==> src/rtl/reorder_buffer_pkg.sv <==
// reorder_buffer_pkg: ROB tag width, capacity, null constants and the 15->1 pointer successor
package reorder_buffer_pkg;
    localparam int ENTRY_SIZE = 4;
    localparam int ROB_CAP = (1 << ENTRY_SIZE) - 1;
    localparam int ROB_SLOTS = 1 << ENTRY_SIZE;
    typedef logic [ENTRY_SIZE-1:0] entry_t;
    localparam entry_t ENTRY_NULL = '0;
    localparam logic [5:0] NULL = 6'd0;
    localparam logic TRUE = 1'b1;
    localparam logic FALSE = 1'b0;
    function automatic entry_t next_ptr(input entry_t p);
        return (p == entry_t'(ROB_CAP)) ? entry_t'(1) : p + entry_t'(1);
    endfunction
endpackage

==> src/rtl/reorder_buffer.sv <==
// reorder_buffer: tag allocation, CDB capture, operand forwarding, in-order commit and mispredict flush
module reorder_buffer
    import reorder_buffer_pkg::*;
(
    input  logic                  clk,
    input  logic                  rst_in,
    input  logic                  rdy_in,
    input  logic                  issue_valid,
    input  logic [5:0]            issue_rd,
    input  logic                  issue_is_branch,
    input  logic                  issue_pred_taken,
    output logic                  issue_ready,
    output logic                  new_issue,
    output logic [ENTRY_SIZE-1:0] rob_new_entry,
    input  logic                  cdb_valid,
    input  logic [ENTRY_SIZE-1:0] cdb_entry,
    input  logic [31:0]           cdb_value,
    input  logic                  cdb_taken,
    input  logic [31:0]           cdb_target,
    input  logic [ENTRY_SIZE-1:0] query_j_entry,
    input  logic [ENTRY_SIZE-1:0] query_k_entry,
    output logic                  query_j_ready,
    output logic                  query_k_ready,
    output logic [31:0]           query_j_value,
    output logic [31:0]           query_k_value,
    output logic                  rob_commit,
    output logic [ENTRY_SIZE-1:0] rob_entry,
    output logic [5:0]            rob_des,
    output logic [31:0]           rob_result,
    output logic                  roll_back,
    output logic [31:0]           roll_back_pc
);
    logic [ROB_SLOTS-1:0]  r_busy;
    logic [ROB_SLOTS-1:0]  r_ready;
    logic [ROB_SLOTS-1:0]  r_is_branch;
    logic [ROB_SLOTS-1:0]  r_pred_taken;
    logic [ROB_SLOTS-1:0]  r_taken;
    logic [5:0]            r_rd     [ROB_SLOTS];
    logic [31:0]           r_value  [ROB_SLOTS];
    logic [31:0]           r_target [ROB_SLOTS];
    entry_t                r_head;
    entry_t                r_tail;
    entry_t                r_count;
    logic                  w_head_done;
    logic                  w_mispredict;
    logic                  w_commit;
    logic                  w_wb;

    assign issue_ready   = (r_count != entry_t'(ROB_CAP)) && !roll_back;
    assign new_issue     = issue_valid && issue_ready && rdy_in;
    assign rob_new_entry = r_tail;
    assign w_head_done   = r_busy[r_head] && r_ready[r_head];
    assign w_mispredict  = w_head_done && r_is_branch[r_head] && (r_taken[r_head] != r_pred_taken[r_head]);
    assign w_commit      = w_head_done && !w_mispredict;
    assign w_wb          = cdb_valid && !roll_back && r_busy[cdb_entry];

    assign query_j_ready = (query_j_entry == ENTRY_NULL) || (cdb_valid && cdb_entry == query_j_entry) || r_ready[query_j_entry];
    assign query_j_value = (query_j_entry == ENTRY_NULL) ? 32'd0 :
                           (cdb_valid && cdb_entry == query_j_entry) ? cdb_value : r_value[query_j_entry];
    assign query_k_ready = (query_k_entry == ENTRY_NULL) || (cdb_valid && cdb_entry == query_k_entry) || r_ready[query_k_entry];
    assign query_k_value = (query_k_entry == ENTRY_NULL) ? 32'd0 :
                           (cdb_valid && cdb_entry == query_k_entry) ? cdb_value : r_value[query_k_entry];

    always_ff @(posedge clk) begin
        if (rst_in) begin
            r_busy       <= '0;
            r_ready      <= '0;
            r_head       <= entry_t'(1);
            r_tail       <= entry_t'(1);
            r_count      <= '0;
            rob_commit   <= FALSE;
            rob_entry    <= ENTRY_NULL;
            rob_des      <= NULL;
            rob_result   <= '0;
            roll_back    <= FALSE;
            roll_back_pc <= '0;
        end else if (rdy_in) begin
            rob_commit <= FALSE;
            roll_back  <= FALSE;
            if (w_mispredict) begin
                r_busy       <= '0;
                r_ready      <= '0;
                r_head       <= entry_t'(1);
                r_tail       <= entry_t'(1);
                r_count      <= '0;
                roll_back    <= TRUE;
                roll_back_pc <= r_target[r_head];
            end else begin
                if (w_wb) begin
                    r_ready[cdb_entry]  <= TRUE;
                    r_value[cdb_entry]  <= cdb_value;
                    r_taken[cdb_entry]  <= cdb_taken;
                    r_target[cdb_entry] <= cdb_target;
                end
                if (new_issue) begin
                    r_busy[r_tail]       <= TRUE;
                    r_ready[r_tail]      <= FALSE;
                    r_rd[r_tail]         <= issue_rd;
                    r_is_branch[r_tail]  <= issue_is_branch;
                    r_pred_taken[r_tail] <= issue_pred_taken;
                    r_tail               <= next_ptr(r_tail);
                end
                if (w_commit) begin
                    r_busy[r_head]  <= FALSE;
                    r_ready[r_head] <= FALSE;
                    r_head          <= next_ptr(r_head);
                    rob_commit      <= TRUE;
                    rob_entry       <= r_head;
                    rob_des         <= r_rd[r_head];
                    rob_result      <= r_value[r_head];
                end
                r_count <= r_count + {3'b0, new_issue} - {3'b0, w_commit};
            end
        end else begin
            rob_commit <= FALSE;
            roll_back  <= FALSE;
        end
    end
endmodule

==> config.mk <==
export PLATFORM = sky130hd
export DESIGN_NAME = reorder_buffer
export DESIGN_NICKNAME = d
export VERILOG_FILES = /design/src/rtl/reorder_buffer_pkg.sv /design/src/rtl/reorder_buffer.sv
export SDC_FILE = /design/constraint.sdc
export NUM_CORES = 2
export LEC_CHECK = 0
export CAP_MARGIN = 20
export CORE_UTILIZATION = 57
export CTS_BUF_LIST = sky130_fd_sc_hd__clkbuf_8
export DETAILED_ROUTE_END_ITERATION = 8
export PLACE_DENSITY = 0.82
export SLEW_MARGIN = 20
export SYNTH_ARGS = -nofsm -noshare
export SYNTH_HDL_FRONTEND = slang
export SYNTH_SLANG_ARGS = --single-unit
==> constraint.sdc <==
create_clock -name clk -period 7.05 [get_ports clk]
set_input_delay 1.0575 -clock clk [delete_from_list [all_inputs] [get_ports clk]]
set_output_delay 1.0575 -clock clk [all_outputs]
set_load 0.01 [all_outputs]
==> impl_metrics.csv <==
group,metric,value,unit
clock_network,cts_tree,"built",
placement,detailedPlace.worstSlack,1500,ps
synthesis,synth_sequential_area_ratio,64.2,%
run_status,run_status,"finished clean",
synthesis,synth_top_family_by_area,"multiplexers",
synthesis,netlist_area,58400,sq um
placement,io_buffer_count,237,
sta,layout_worst_path_cycle_share,80.1,%
synthesis,synth_most_common_cell,"edfxtp_1",
synthesis,synth-compound-area-share,2.55,%
synthesis,synth-warning-count,0,
clock_network,cts_max_level,4,
power_and_ir_drop,switchingPower,3.40,mW
clock_network,ctsResizeCount,0,
critical_path,start_kind,"primary input",
final_layout,fillCellCount,6461,
critical_path,critPathArrivalTime,4590,ps
grt,grt_start_max_net_pins,121,
grt,grt_pass1_vias,34700,
synthesis,main_synth_ff_type,"edfxtp_1",
sta,hold_viol,0,
drt,route.detailed.drc,0,
synthesis,async_set_or_reset_flop_fraction_in_the_synthesized_netlist,0,%
final_layout,post-route-util,65.2,%
power_and_ir_drop,combPwrFrac,5.3,%
floorplanning,core_region_area,102000,sq um
sta,final_critical_path_required_period,5650,ps
power_and_ir_drop,seqPwrFrac,54.4,%
sta,maxSlewHeadroom,23.8,%
synthesis,net_count_of_the_mapped_netlist,3110,
grt,gr-total-overflow,0,
synthesis,synthMuxAreaShare,27.5,%
synthesis,post_synth_main_area_contributors,"edfxtp_1 60%, mux4_2 27%, dfxtp_1 4.1%, nand2_1 1.6%, a21oi_1 1.0%",
clock_network,hold_buf_count_cts,0,
placement,gp_routability_congestion,0.916,
final_layout,drive_above_1_share,31.7,%
clock_network,clk-insertion-delay-late,890,ps
critical_path,timing.setup.critical_path_class,"in2out",
power_and_ir_drop,switching_share,22.2,%
floorplanning,rows,117,
placement,dp.final_hpwl,84200,um
clock_network,cts_inserted_buffers,195,
critical_path,cp.required,5990,ps
sta,final_critical_path_setup_slack,1400,ps
critical_path,end_kind,"output pin",
sta,timing.clock.skew,44.3,ps
power_and_ir_drop,clockPowerShare,40.3,%
synthesis,synth_cell_type_count,58,
sta,unrepaired_setup_endpoints_after_global_routing,"false",
grt,grt_use_total,30.4,%
sta,timing.fmax,0.177,GHz
floorplanning,start_util,57.4,%
synthesis,mapped_cells,3006,
grt,initial_antenna_violation_count,8,
drt,iteration_0_drc_markers,5557,
drt,via_count_of_the_routed_design,34000,
clock_network,clock_sinks,1288,
grt,grt_first_pass_wirelength,226000,um
sta,drv_slew,0,
drt,detail_route.vias_per_cell,7.08,
power_and_ir_drop,max-vdd-ir-drop,0.172,mV
clock_network,clk_pin_slew_worst_paths,50,ps
clock_network,postCtsSetupBuffers,0,
sta,worst_slew_pin_slew,1140,ps
critical_path,timing.critical_path.fanout_max,33,
synthesis,synth-seq-cells,1288,
final_layout,design_area,66300,sq um
final_layout,nets,3367,
placement,post_dp_cell_area,62300,sq um
synthesis,synth.top_cells.by_count,"1168 x edfxtp_1, 699 x mux4_2, 256 x nand2_1",
clock_network,cts_max_path_bufs,3,
job,drv.max_cap_violation_count,0,
power_and_ir_drop,power.density_cell_area,231,nW/um^2
drt,antenna_violating_nets_post_route,0,
floorplanning,die_y,322,um
floorplanning,design.portCount,238,
sta,final-setup-viol-count,0,
floorplanning,die_w,322,um
drt,wl_per_cell,32.3,um
synthesis,fraction_of_synthesized_cell_area_in_xor_and_xnor_cells,0.206,%
power_and_ir_drop,p_int,11.9,mW
power_and_ir_drop,p_leak,20.7,nW
drt,route.final.wire_length,155000,um
floorplanning,overall_die_area,104000,sq um
synthesis,synthSimpleGateAreaFrac,3.36,%
clock_network,root_buffer,"clkbuf_8",
synthesis,synth_area_leader_cell,"edfxtp_1",
final_layout,syn_to_final_growth,13.6,%
synthesis,post_synthesis_adder_cell_area_fraction,0.313,%
worst_hold_path,hold_path_class,"reg2reg",
synthesis,synthesis.area_per_instance,19.4,sq um
synthesis,synth_top_area_share,60.0,%
drt,dr.pass1.iters,6,
synthesis,synth_edf_count,1168,
-- state kept, by name, indices dropped and copies added (netlist names) --
name / count
r_head: 4
r_busy: 16
rob_des: 6
r_ready: 16
r_target: 512
rob_result: 32
r_rd: 96
r_value: 512
r_count: 4
roll_back: 1
roll_back_pc: 32
rob_new_entry: 4
r_taken: 16
rob_commit: 1
rob_entry: 4
r_is_branch: 16
r_pred_taken: 16
-- cells by family after synthesis --
family                   after synthesis
multiplexers                         733
AND/OR/NAND/NOR                      458
buffers and inverters                274
AO/OA/AOI/OAI                        227
flip-flops                          1288
adder cells (fa/ha/maj)               14
XOR/XNOR                              12
-- power by group through the flow --
stage                     combinational, mW  sequential, mW  clock (mW)
after global routing                  0.857            8.32        6.56
after global placement                0.781            8.49           0
after floorplan                       0.423            8.49           0
final                                 0.815            8.33        6.18
after detailed placement              0.805            8.49           0
after CTS                             0.806            8.33        6.24
-- cells in the final DEF, fill, tap and decap left out, types with 50 or more instances in the layout --
cell type	n
mux4_2	699
buf_4	51
nor2_1	50
inv_1	94
edfxtp_1	1168
a21oi_1	118
clkbuf_8	211
nand2_1	256
clkdlybuf4s50_1	228
nor3_1	63
dfxtp_1	116
-- critical path, stage by stage --
cell and delay (ps):
clkdlybuf4s50_1 680, xor2_1 270, nor3_1 310, and3_2 920
nand2_1 180, a21oi_1 490, clkdlybuf4s50_1 650
-- per-stage QoR --
step | std cells | power, mW | hold WS, ps | setup TNS [ps]
floorplan | 3006 | 8.91 | 429 | -192390
global placement | 4431 | 9.27 | 443 | 0
detailed placement | 4431 | 9.29 | 451 | 0
CTS | 4801 | 15.4 | 459 | 0
global route | 4805 | 15.7 | 479 | 0
finish | 4805 | 15.3 | 457 | 0
-- area by class of cell --
cell class	instances	area (sq um)	share of cell area (%)
inverters	28	105	0.158
flip-flops and latches	1288	37500	56.5
multi-input cells	1444	20000	30.1
diodes	1	2.50	0.00377
clock inverters	161	1070	1.61
well taps	1368	1710	2.58
repair buffers	306	3090	4.66
clock buffers	209	2880	4.34
-- worst paths after layout --
path	start	to	slack [ps]	cells after the start
hold reg to reg	rob_result[22]	rob_result[22]	460	2
hold / removal	rob_result[22]	rob_result[22]	460	2
setup / recovery	cdb_entry[1]	query_k_value[20]	1400	7
setup reg to reg	r_head[0]	r_count[1]	2620	11
-- per-layer routing --
metal	vias to the layer above	part of all wire (%)	GRT usage [%]
met1	17500	34	39.9
met2	2801	49	48.9
li1	13300	-	-
met5	-	0.054	0
met4	12	4.2	12.7
met3	448	12	7.77
Power figures use the tool's default switching activity.
